===== src/rtl/exec_step_ctrl.sv =====
// Core clock-enable sequencer: free-run / single-step / halt with PC breakpoint and retired-cycle counter.
// Latency: cpu_en follows clk_select by 3 cycles; a clean step press yields one enabled cycle DEBOUNCE_CYCLES+2 cycles later.
// No backpressure: the core simply stalls on every cycle where cpu_en is low.
module exec_step_ctrl #(
  parameter int DEBOUNCE_CYCLES = 16,
  parameter int CNT_W           = 32,
  parameter int PC_W            = 32
) (
  input  logic             clk,
  input  logic             rst,
  input  logic             clk_select,
  input  logic             clk_step,
  input  logic             halt_req,
  input  logic [PC_W-1:0]  pc,
  input  logic             bp_en,
  input  logic [PC_W-1:0]  bp_addr,
  output logic             cpu_en,
  output logic [1:0]       state,
  output logic             halted,
  output logic             halt_cause,
  output logic [CNT_W-1:0] cycle_count
);

  typedef enum logic [1:0] {
    IDLE = 2'd0,
    RUN  = 2'd1,
    STEP = 2'd2,
    HALT = 2'd3
  } state_t;

  localparam int DB_W = (DEBOUNCE_CYCLES < 2) ? 1 : $clog2(DEBOUNCE_CYCLES + 1);
  localparam logic [DB_W-1:0]  DB_LAST = DB_W'(DEBOUNCE_CYCLES - 1);
  localparam logic [DB_W-1:0]  DB_ONE  = {{(DB_W-1){1'b0}}, 1'b1};
  localparam logic [CNT_W-1:0] CNT_ONE = {{(CNT_W-1){1'b0}}, 1'b1};

  // Synchronizer and edge-detect storage
  logic sel_q1, sel_s, sel_s_d;
  logic step_q1, step_s, step_f, step_f_d;
  logic [DB_W-1:0] db_cnt;

  // FSM and breakpoint storage
  state_t cur_st, nxt_st;
  logic   nxt_cause;
  logic   bp_armed;

  logic step_pulse;
  logic sel_rise;
  logic bp_hit;
  logic enter_exec;

  // Two-flop synchronizers for both board inputs, plus delayed copies for edge detection
  always_ff @(posedge clk) begin
    if (rst) begin
      sel_q1   <= 1'b0;
      sel_s    <= 1'b0;
      sel_s_d  <= 1'b0;
      step_q1  <= 1'b0;
      step_s   <= 1'b0;
      step_f_d <= 1'b0;
    end else begin
      sel_q1   <= clk_select;
      sel_s    <= sel_q1;
      sel_s_d  <= sel_s;
      step_q1  <= clk_step;
      step_s   <= step_q1;
      step_f_d <= step_f;
    end
  end

  // Debounce: filtered level only follows the synchronized button after a full run of differing cycles
  always_ff @(posedge clk) begin
    if (rst) begin
      step_f <= 1'b0;
      db_cnt <= '0;
    end else if (step_s != step_f) begin
      if (db_cnt == DB_LAST) begin
        step_f <= step_s;
        db_cnt <= '0;
      end else begin
        db_cnt <= db_cnt + DB_ONE;
      end
    end else begin
      db_cnt <= '0;
    end
  end

  assign step_pulse = step_f & ~step_f_d;
  assign sel_rise   = sel_s & ~sel_s_d;

  // Enable comes straight from the state register so it cannot glitch
  assign cpu_en = (cur_st == RUN) | (cur_st == STEP);
  assign halted = (cur_st == HALT);
  assign state  = cur_st;
  assign bp_hit = bp_en & bp_armed & (pc == bp_addr) & cpu_en;

  // Next-state decode; halt_req outranks a breakpoint hit in the same cycle
  always_comb begin
    nxt_st    = cur_st;
    nxt_cause = 1'b0;
    case (cur_st)
      IDLE: begin
        if (sel_s)           nxt_st = RUN;
        else if (step_pulse) nxt_st = STEP;
      end
      RUN: begin
        if (halt_req) begin
          nxt_st    = HALT;
          nxt_cause = 1'b0;
        end else if (bp_hit) begin
          nxt_st    = HALT;
          nxt_cause = 1'b1;
        end else if (!sel_s) begin
          nxt_st = IDLE;
        end
      end
      STEP: begin
        if (halt_req) begin
          nxt_st    = HALT;
          nxt_cause = 1'b0;
        end else if (bp_hit) begin
          nxt_st    = HALT;
          nxt_cause = 1'b1;
        end else begin
          nxt_st = IDLE;
        end
      end
      HALT: begin
        if (sel_rise)                 nxt_st = RUN;
        else if (step_pulse && !sel_s) nxt_st = STEP;
      end
      default: nxt_st = IDLE;
    endcase
  end

  // Entering an executing state disarms the breakpoint so a resumed PC is not re-trapped
  assign enter_exec = ((nxt_st == RUN) && (cur_st != RUN)) || (nxt_st == STEP);

  // State register and halt cause, captured only on entry into HALT
  always_ff @(posedge clk) begin
    if (rst) begin
      cur_st     <= IDLE;
      halt_cause <= 1'b0;
    end else begin
      cur_st <= nxt_st;
      if ((nxt_st == HALT) && (cur_st != HALT)) halt_cause <= nxt_cause;
    end
  end

  // Breakpoint arming: cleared on entry to RUN/STEP, set once one enabled cycle has retired
  always_ff @(posedge clk) begin
    if (rst)             bp_armed <= 1'b0;
    else if (enter_exec) bp_armed <= 1'b0;
    else if (cpu_en)     bp_armed <= 1'b1;
  end

  // Retired-cycle counter, wraps naturally at all-ones
  always_ff @(posedge clk) begin
    if (rst)         cycle_count <= '0;
    else if (cpu_en) cycle_count <= cycle_count + CNT_ONE;
  end

endmodule


===== config.mk =====
export PLATFORM = sky130hd
export DESIGN_NAME = exec_step_ctrl
export DESIGN_NICKNAME = d
export VERILOG_FILES = /design/src/rtl/exec_step_ctrl.sv
export SDC_FILE = /design/constraint.sdc
export NUM_CORES = 1
export LEC_CHECK = 0
export CORE_MARGIN = 4
export CORE_UTILIZATION = 30
export DETAILED_ROUTE_END_ITERATION = 16
export GPL_TIMING_DRIVEN = 0
export PLACE_DENSITY_LB_ADDON = 0.05
export SYNTH_ARGS = -nofsm -noshare
export SYNTH_HDL_FRONTEND = slang
export SYNTH_SLANG_ARGS = --single-unit

===== constraint.sdc =====
create_clock -name clk -period 2.74 [get_ports clk]
set_input_delay 0.274 -clock clk [delete_from_list [all_inputs] [get_ports clk]]
set_output_delay 0.274 -clock clk [all_outputs]
set_load 0.005 [all_outputs]

==> Yosys cells after proc, flatten, opt, wreduce, memory -nomap -nowiden <==
Cells that the tools add are included.
{ "totals": {"register_bits": 48, "in_bits": 70, "output_inout_bits": 37, "word_cells": 57} }
{ "op_classes": {"n_addsub": 2, "n_eq_ne": 11, "mux": 13, "bitwise": 9, "n_reduce_logical": 10} }
{ "op_table": {"columns": ["operator", "count"], "rows": [
  ["$add 32x1->32 const B", 1],
  ["$eq 32x32->1", 1],
  ["$mux 2", 9],
  ["$eq 2x2->1 const B", 4],
  ["$pmux 2 s4", 1],
  ["$add 5x1->5 const B", 1],
  ["$and 1x1->1", 5],
  ["$eq 5x4->1 const B", 1],
  ["$eq 2x1->1 const B", 2],
  ["$reduce_or 2->1", 2],
  ["$logic_and 1x1->1", 3],
  ["$mux 1", 3],
  ["$not 1->1", 3],
  ["$reduce_or 3->1", 1],
  ["$logic_not 2->1", 1],
  ["$ne 2x1->1 const B", 1],
  ["$ne 2x2->1 const B", 1],
  ["$reduce_and 2->1", 1],
  ["$logic_not 1->1", 1],
  ["$logic_or 1x1->1", 1],
  ["$ne 1x1->1", 1],
  ["$or 1x1->1", 1]
]} }

==> Depth between registers and ports, before layout <==
{ "logic_depth": {"ltp_word": 10, "ltp_mapped": 10, "ltp_nobuf": 8} }

==> Least setup slack after synthesis <==
OpenSTA, ideal clock, no wires.
{ "synth_timing": {"path_kind": "reg-to-reg", "from": "register cur_st[0], in the netlist state[0]", "to": "register cycle_count[25]", "setup_ps": 71, "arrival_ps": 2192, "t_required_ps": 2669, "path_slack_ps": 477, "stages_incl_launch_ff": 10, "n_path_buf": 2, "synth_period_minus_slack_ps": 2263, "path_cell_list": "dfxtp_1 > inv_1 > ha_1 > buf_4 > and4_1 > buf_4 > nand4_1 > or3_4 > or3_1 > a21oi_1"} }
{ "synth_between": {"elab_chain_cells": 2, "elab_cells_between_ends": 3, "classes_between": "eq/ne: 2; bitwise: 1"} }
{ "synth_lines": {"columns": ["item", "line_no", "text"], "rows": [
  ["start, declared", "42", "state_t cur_st, nxt_st;"],
  ["start signal, assigned", "144", "cur_st <= nxt_st;"],
  ["$eq 2x1->1 or $eq 2x2->1 (tied branches)", "91", "assign cpu_en = (cur_st == RUN) | (cur_st == STEP);"],
  ["$or 1x1->1 (*)", "91", null],
  ["named net cpu_en", "17", "output logic cpu_en,"],
  ["end signal, assigned", "159", "else if (cpu_en) cycle_count <= cycle_count + CNT_ONE;"],
  ["end, declared", "21", "output logic [CNT_W-1:0] cycle_count"]
]} }
The timed path passes the listed nets; every way through them passes the cells marked *.
A chain may end at the register's enable or synchronous reset.

==> Worst setup path after layout <==
{ "layout_timing": {"from": "register cur_st[0], in the netlist state[0]", "to": "register cycle_count[17]"} }
{ "layout_between": {"elab_chain_cells": 2, "elab_cells_between_ends": 3, "classes_between": "eq/ne: 2; bitwise: 1"} }
{ "layout_lines": {"columns": ["item", "line_no"], "rows": [
  ["$eq 2x1->1 or $eq 2x2->1 (tied branches)", "91"],
  ["$or 1x1->1 (*)", "91"]
]} }
Every way passes the cells marked *; elsewhere a longest branch is shown, timed or not.

==> impl_metrics.tcl <==
set metrics [dict create \
    outcome "complete, no violations" \
    r2r_slack_ns 0.22 \
    clock_sinks 48 \
    slowest_stage "dfxtp_1" \
    setup_viol 0 \
    avgViaCountPerCell 4.60 \
    drtPass1Iterations 4 \
    min_period_over_period_pct 92.0 \
    design.core.area_sq_um 7850 \
    critical_path_required_ns 2.97 \
    clock_latency_ns 0.30 \
    dr.first_iter.drc_count 56 \
    r2r-start "state[0]" \
    whs_ns 0.405 \
    clk_pin_slew_ns 0.09 \
    syn_inst 282 \
    holdPathStages 2 \
    cp_max_fo 8 \
    area_growth_pct 52.9 \
    syn_nets 359 \
    wl_per_cell_um 13.4 \
    synth_top_area_cell "dfxtp_1" \
    grt_use_total_pct 13.5 \
    antenna_found_initial 0 \
    final_cell_mix "clkdlybuf4s50_1, dfxtp_1, nor2_1" \
    synth-seq-area-share_pct 38.9 \
    synth_cell_types 35 \
    fmax_ghz 0.397 \
    drv_slew 0 \
    cts_resized 0 \
    via_count 2287 \
    port_buffers 105 \
    holdPathEnd "state[1]" \
    clock_path_buffers 2 \
    yosysTopAreaCellShare_pct 38.9 \
    drive_above_1_share_pct 4.05 \
    hold_start "rst" \
    start_kind "flop" \
    reg2reg_to "cycle_count[17]" \
    grt_overflow_total 0 \
    critPathMostFrequentCell "buf_4" \
    leakage_nw 1.30 \
    die_h_um 98.7 \
    post-cts-setup-buffer-count 0 \
    num_rows 32 \
    final_common_cell "clkdlybuf4s50_1" \
    routed_wl_mm 6.66 \
    cpPeakStageDelay_ns 0.49 \
    worst_r2r_path_depth 10 \
    diodes 0 \
    yosysWarnings 0 \
    grt_pass1_vias 2219 \
    postCtsHoldBufs 0 \
    numCtsBuffers 5 \
    slew_headroom_pct 64.5 \
    fin_nets 471 \
    htreeDepth 2 \
    ys_ff_latch 48 \
    dieArea_sq_um 9740 \
    endpoint_kind "flop" \
    cap_violations 0 \
    ant_nets 0 \
    min_period_ns 2.52 \
    ys_top_cells_by_area "dfxtp_1, xnor2_1, xor2_1" \
    cts_tree "built" \
    drc_errors 0 \
    critPathKind "reg -> reg" \
    synth-main-ff-cell "dfxtp_1" \
    worstPathArrival_ns 2.75 \
    gp_routability_congestion 0.754 \
    tns_ns 0 \
    skew_ns 0.00647 \
    syn_area_per_cell_sq_um 8.75 \
    syn_area_sq_um 2470 \
    ir_drop_mv 0.286 \
    grt_max_degree 15 \
    synth-edff-count 0 \
    start_util_pct 31.5 \
    fp.dieW_um 98.7 \
    crit_chain "inv_1, ha_1, buf_4, and4_1, buf_4, nand3_2, nor2b_2, nand3_1, or3_1, a21oi_1" \
    tightest_slew_ns 0.533 \
    grt_pass1_wl_mm 10.8 \
    cts_root_buf "clkbuf_8" \
    ios 107 \
    async_flop_share_pct 0 \
    hold_path_class "in -> reg" \
    power_density_nw_per_um2 473 \
    hpwl_mm 5.31 \
    hold_viol 0 \
    rsz0062_at_grt "false" \
]
power breakdown:
| group | total, mW | switching (mW) | internal, mW |
|---|---|---|---|
| sequential | 0.764 | 0.0411 | 0.723 |
| combinational | 0.462 | 0.197 | 0.265 |
| clock | 0.560 | 0.238 | 0.322 |
routing by layer:
layer,part of all wire [%],GRT usage [%]
met1,42,16.0
met5,0,0
met2,53,24.5
met3,3.5,3.04
met4,1.1,3.57
cells in the mapped netlist (2+ instances only):
library cell / count
nand2_1: 13
xor2_1: 23
nor4_1: 2
nand2b_1: 2
or3_1: 7
a211oi_1: 2
o21ai_0: 7
nor2_1: 44
and4_1: 3
nand4_1: 19
dfxtp_1: 48
mux2i_1: 3
buf_4: 2
nor3_1: 4
nand3_1: 11
ha_1: 7
and3_1: 4
xnor2_1: 37
a21oi_1: 9
inv_1: 9
clkbuf_1: 5
nor2b_1: 8
layout make-up:
| cell class | instances | area [sq um] |
|---|---|---|
| plain buffers | 7 | 33.8 |
| clock buffers | 7 | 96.3 |
| clock inverters | 1 | 30.0 |
| fillers | 791 | 4070 |
| inverters | 9 | 33.8 |
| multi-input cells | 218 | 1440 |
| flip-flops and latches | 48 | 961 |
| well taps | 102 | 128 |
| repair buffers | 105 | 1050 |
critical path: cells and delay by family, from the launching register on:
| kind | cells | cell delay (ns) |
|---|---|---|
| AO/OA/AOI/OAI | 1 | 0.14 |
| buffers and inverters | 3 | 0.41 |
| AND/OR/NAND/NOR | 5 | 1.08 |
| adder cells (fa/ha/maj) | 1 | 0.33 |
| flip-flops | 1 | 0.49 |
per-stage QoR:
stage	util (%)	total power, mW	area, sq um	setup slack, ns	cells
after floorplan	-	1.03	2470	0.477	282
after global placement	46.5	1.24	3650	0.246	489
after detailed placement	46.5	1.24	3650	0.230	489
after CTS	48.1	1.81	3770	0.204	497
after global routing	48.1	1.88	3770	0.0221	497
final	48.1	1.79	3770	0.219	497
kinds of logic (layout without fill, tap and decap cells):
family / Yosys count / in the layout / synth area share [%]
and+or+nand+nor: 123 / 123 / 25.7
xor gates and xnor gates: 60 / 60 / 21.3
DFF: 48 / 48 / 38.9
AOI/OAI and AO/OA: 25 / 25 / 6.59
buffers and inverters: 16 / 129 / 2.74
adders and majority gates: 7 / 7 / 3.55
muxes: 3 / 3 / 1.22
registers in the layout, summed over array words and instances, names as in the netlist:
register and cells:
bp_armed 1, cycle_count 32, db_cnt 5, halt_cause 1, sel_q1 1, sel_s 1
sel_s_d 1, state 2, step_f 1, step_f_d 1, step_q1 1, step_s 1
how the worst max path moves through the flow:
stage / from / to / slack [ns] / cells past startpoint
after floorplan: state[0] / cycle_count[25] / 0.48 / 9
after global placement: state[0] / cycle_count[17] / 0.25 / 10
after detailed placement: state[0] / cycle_count[17] / 0.23 / 10
after CTS: state[0] / cycle_count[17] / 0.20 / 10
after global routing: state[0] / cycle_count[15] / 0.02 / 10
final: state[0] / cycle_count[17] / 0.22 / 10
Power figures use the tool's default switching activity.
